**config.mk**
```make
export PLATFORM = sky130hd
export DESIGN_NAME = pc_fetch_unit
export DESIGN_NICKNAME = d
export VERILOG_FILES = /design/src/rtl/pc_fetch_unit.sv
export SDC_FILE = /design/constraint.sdc
export NUM_CORES = 1
export LEC_CHECK = 0
export ABC_AREA = 1
export ABC_CLOCK_PERIOD_IN_PS = 6100
export CORE_ASPECT_RATIO = 0.9
export CORE_MARGIN = 4
export CORE_UTILIZATION = 48
export CTS_CLUSTER_SIZE = 10
export DETAILED_ROUTE_END_ITERATION = 12
export GPL_TIMING_DRIVEN = 1
export PLACE_DENSITY = 0.8
export SLEW_MARGIN = 20
export SYNTH_ARGS = -nofsm -noshare
export SYNTH_HDL_FRONTEND = slang
export SYNTH_SLANG_ARGS = --single-unit
```
**constraint.sdc**
```tcl
create_clock -name clk -period 6.1 [get_ports clk]
set_input_delay 1.22 -clock clk [delete_from_list [all_inputs] [get_ports clk]]
set_output_delay 1.22 -clock clk [all_outputs]
set_load 0.05 [all_outputs]
```
**src/rtl/pc_fetch_unit.sv**
```systemverilog
// pc_fetch_unit: program counter plus instruction-fetch sequencer feeding decode
// through a one-entry valid/stall slot, with branch redirect and misalignment flag.
module pc_fetch_unit #(
    parameter logic [31:0] RESET_PC = 32'h0000_0000
) (
    input  logic        clk,
    input  logic        reset,
    output logic [31:0] pc,
    input  logic [31:0] pc_plus4,
    output logic        imem_req,
    input  logic        imem_ack,
    input  logic [31:0] imem_rdata,
    input  logic        stall,
    input  logic        branch_taken,
    input  logic [31:0] branch_target,
    output logic        if_valid,
    output logic [31:0] if_instr,
    output logic [31:0] if_pc,
    output logic        misalign_err
);
    typedef enum logic [1:0] {BOOT, FETCH, FLUSH, HOLD} state_t;

    state_t      state_q, state_d;
    logic [31:0] pc_q, pc_d, pend_q, pend_d, instr_q, instr_d, ipc_q, ipc_d, tgt;
    logic        valid_q, valid_d, mis_q, mis_d;

    assign tgt          = {branch_target[31:2], 2'b00};
    assign pc           = pc_q;
    assign imem_req     = (state_q == FETCH) || (state_q == FLUSH);
    assign if_valid     = valid_q;
    assign if_instr     = instr_q;
    assign if_pc        = ipc_q;
    assign misalign_err = mis_q;

    always_comb begin
        state_d = state_q;
        pc_d    = pc_q;
        pend_d  = pend_q;
        instr_d = instr_q;
        ipc_d   = ipc_q;
        valid_d = valid_q;
        mis_d   = mis_q | (branch_taken & (|branch_target[1:0]));
        case (state_q)
            BOOT: state_d = FETCH;
            FETCH: begin
                if (imem_ack && !branch_taken) begin
                    instr_d = imem_rdata;
                    ipc_d   = pc_q;
                    valid_d = 1'b1;
                    pc_d    = pc_plus4;
                    state_d = HOLD;
                end else if (imem_ack) begin
                    pc_d = tgt;
                end else if (branch_taken) begin
                    pend_d  = tgt;
                    state_d = FLUSH;
                end
            end
            // the in-flight word belongs to the old path; wait for it, then drop it
            FLUSH: begin
                if (imem_ack) begin
                    pc_d    = branch_taken ? tgt : pend_q;
                    state_d = FETCH;
                end else if (branch_taken) begin
                    pend_d = tgt;
                end
            end
            HOLD: begin
                if (branch_taken || !stall) begin
                    valid_d = 1'b0;
                    state_d = FETCH;
                    pc_d    = branch_taken ? tgt : pc_q;
                end
            end
            default: state_d = BOOT;
        endcase
    end

    always_ff @(posedge clk or posedge reset) begin
        if (reset) begin
            state_q <= BOOT;
            pc_q    <= RESET_PC;
            pend_q  <= RESET_PC;
            instr_q <= '0;
            ipc_q   <= '0;
            valid_q <= 1'b0;
            mis_q   <= 1'b0;
        end else begin
            state_q <= state_d;
            pc_q    <= pc_d;
            pend_q  <= pend_d;
            instr_q <= instr_d;
            ipc_q   <= ipc_d;
            valid_q <= valid_d;
            mis_q   <= mis_d;
        end
    end
endmodule

```
==> results.md <==
* Placement row count at 40
* Chip Width at 133 microns
* Register bit total from synthesis at between 100 and 150
* Post-Synthesis Cells at around 940
* Port Buffers at slightly below 200
* Syn nets at ~1.0k
* Hold Violations, Final at 0
* Final setup TNS at 0 ns
* Crit path max-delay family: buffers and inverters
* Number of H-tree levels at 4
* Vias in the first global route at 6,310
* I/O pins at 200
* Post-CTS setup buffers at 0
* Pins Over Slew Limit at 0
* Area share of fa/ha/maj cells after synthesis at less than 1%
* Post-Synth Simple-Gate Area at between 30% and 40%
* CTS root buf: clkbuf_16
* CP endpoint kind: output pin
* Critical path cell sequence: inv_1, ha_1, inv_1, clkdlybuf4s50_1
* Crit path arrival time at 2.23 ns
* Netlist Area Pre-Place at approximately 6700 sq um
* Post-cts sizing count at 0
* Remaining global-route overflow at 0
* Die H at between 100 and 150 microns
* Clk slew on worst S/H paths at approximately 0.060 ns
* Share of post-route cells with drive strength above 1 at 4.52%
* Commonest non-fill, non-tap cell in the layout: nand2_1
* CP peak stage delay at 0.84 ns
* Worst skew pair latency at between 0.4 and 0.5 ns
* Drt pass-1 iters at 5
* Final Setup Violations at 0
* Fmax at 290 MHz
* Largest net degree at the start of global routing at 86
* Pwr dens at between 600 and 700 nW/um^2
* Initial Util at roughly 50%
* Setup slack, reg-to-reg at between 3 and 4 ns
* Hold_buf cts at 0
* First-pass GRT wire length at approximately 32,000 microns
* CP most frequent cell: inv_1
* DIE AREA at about 16,000 sq um
* Routability cong. at about 0.86
* Relative slew margins at between 30 and 40%
* Post-synth cell types at 21
* CTS tree: done
* Avg Cell Area, Syn at just over 7 sq um
* Aggregate global-route resource usage at around a quarter
* WS Path Type: flop to output pin
* Finished Core Util at between 60% and 70%
* Min-Delay Path Class: flop to flop
* Proportion of synthesized area in mux cells at 0%
* DRC errors left at 0
* Clock Sinks at 132
* Minimum clock period at 3.45 ns
* Vias per Instance at 5.06
* Most frequent cells in the layout: nand2_1 (466), clkdlybuf4s50_1 (199), dfrtp_1 (132), inv_1 (101), nand3_1 (98)
* CTS Buf Count at 17
* Initial DRC count at 487
* Status: finished, final reports clean
* Worst EP required at 4.88 ns
* Synth Area in XOR/XNOR at 0%
* Worst Tran Pin Value at around 0.94 ns
* Antenna Cells at 0
* Remaining antenna violation count at 0
* Synth Area in Compound Gates at approximately 5%
* CP Max Fanout at 4
* Core ar. at approximately 14,000 sq um
* Avg WL per Cell at between 10 and 15 microns
* Post-synthesis sequential area ratio at between 40% and 50%
* Nets at 1,219
* Slowest stage cell, crit path: clkdlybuf4s50_1
* Routed WL at about 19,000 microns
* Routed via count at approximately 6.6k
* Final clock skew at 0.0115 ns
* Combinational family with the most area after synthesis: simple AND/OR/NAND/NOR gates
* RSZ-0062 raised after global routing: false
* P&R area growth vs syn at 38.7%
* Clock tree buffer depth at 2
* Period utilization at 56.5%
* Synth warn at 0
* CP Launch Type: flop
* Post-DP HPWL at approximately 13,000 microns
* Worst vdd ir at slightly below 0.4 mV
* CP bufs+invs at 3
* Max_cap viols at 0
* Initial antenna violation count at 0
* Leakage at approximately 5.1 nW
## per-stage QoR
step / cell area (sq um) / hold WS (ns) / instances / power (mW) / setup WS (ns)
2_1_floorplan: 6710 / 0.453 / 944 / 3.69 / 1.35
3_3_place_gp: 8690 / 0.452 / 1264 / 4.65 / 2.21
3_5_place_dp: 8690 / 0.457 / 1264 / 4.70 / 2.17
4_1_cts: 9300 / 0.471 / 1296 / 5.77 / 2.60
5_1_grt: 9310 / 0.494 / 1296 / 6.09 / 2.55
6_report: 9310 / 0.468 / 1296 / 5.74 / 2.65
## registers in the layout, indices dropped and copies added (netlist names)
name / cells
if_instr: 32
if_pc: 32
pc: 32
pend_q: 32
state_q: 2
if_valid: 1
misalign_err: 1
## logic make-up after synthesis
logic type / count (synthesis)
flip-flops: 132
AND/OR/NAND/NOR: 582
AO/OA/AOI/OAI: 66
adder cells (fa/ha/maj): 3
buffers and inverters: 161
## per-layer routing
| metal | vias to the layer above | global-route usage (%) | share of wire [%] |
|---|---|---|---|
| li1 | 3219 | - | - |
| met4 | 0 | 8.70 | 2.3 |
| met1 | 3047 | 33.1 | 43 |
| met3 | 30 | 5.99 | 7.4 |
| met2 | 259 | 39.1 | 48 |
| met5 | - | 0 | 0 |
## worst register-to-register path, cell delays in order, from the launching register on
cell     delay [ns]
dfrtp_1        0.40
inv_1          0.08
ha_2           0.18
buf_4          0.56
nand2_1        0.15
nand4_2        0.14
buf_4          0.37
nand2_1        0.12
nand2_1        0.09
## synthesized netlist by cell type (all sizes together)
cell type,count,share of area (%)
a21oi,33,2.5
buf,48,4.0
clkbuf,8,0.45
dfrtp,132,49
ha,3,0.56
inv,105,5.9
nand2,468,26
nand3,99,7.5
nand4,1,0.19
nor2,14,1.1
o21ai,31,2.3
o21bai,1,0.11
o22ai,1,0.093
## final timing paths
check | start | to | depth (start not counted)
setup / recovery | state_q[0] | imem_req | 4
hold / removal | if_pc[6] | if_pc[6] | 2
setup reg to reg | state_q[1] | pc[10] | 8
hold reg to reg | if_pc[6] | if_pc[6] | 2
max in group asynchronous | reset | if_pc[18] | 3
min in group asynchronous | reset | if_instr[23] | 2
## report_power, final
| part | total [mW] | switching (mW) | internal [mW] |
|---|---|---|---|
| clock network | 1.05 | 0.402 | 0.647 |
| logic | 3.13 | 2.17 | 0.964 |
| registers | 1.56 | 0.269 | 1.29 |
| total | 5.74 | 2.84 | 2.90 |
## final cells by class
class                   count  area, sq um
well taps                 168          210
fillers                  1121         4210
flip-flops and latches    132         3300
inverters                 105          399
repair buffers            208         2060
clock inverters            14          178
multi-input cells         651         2730
clock buffers              18          429
Power figures use the tool's default switching activity.
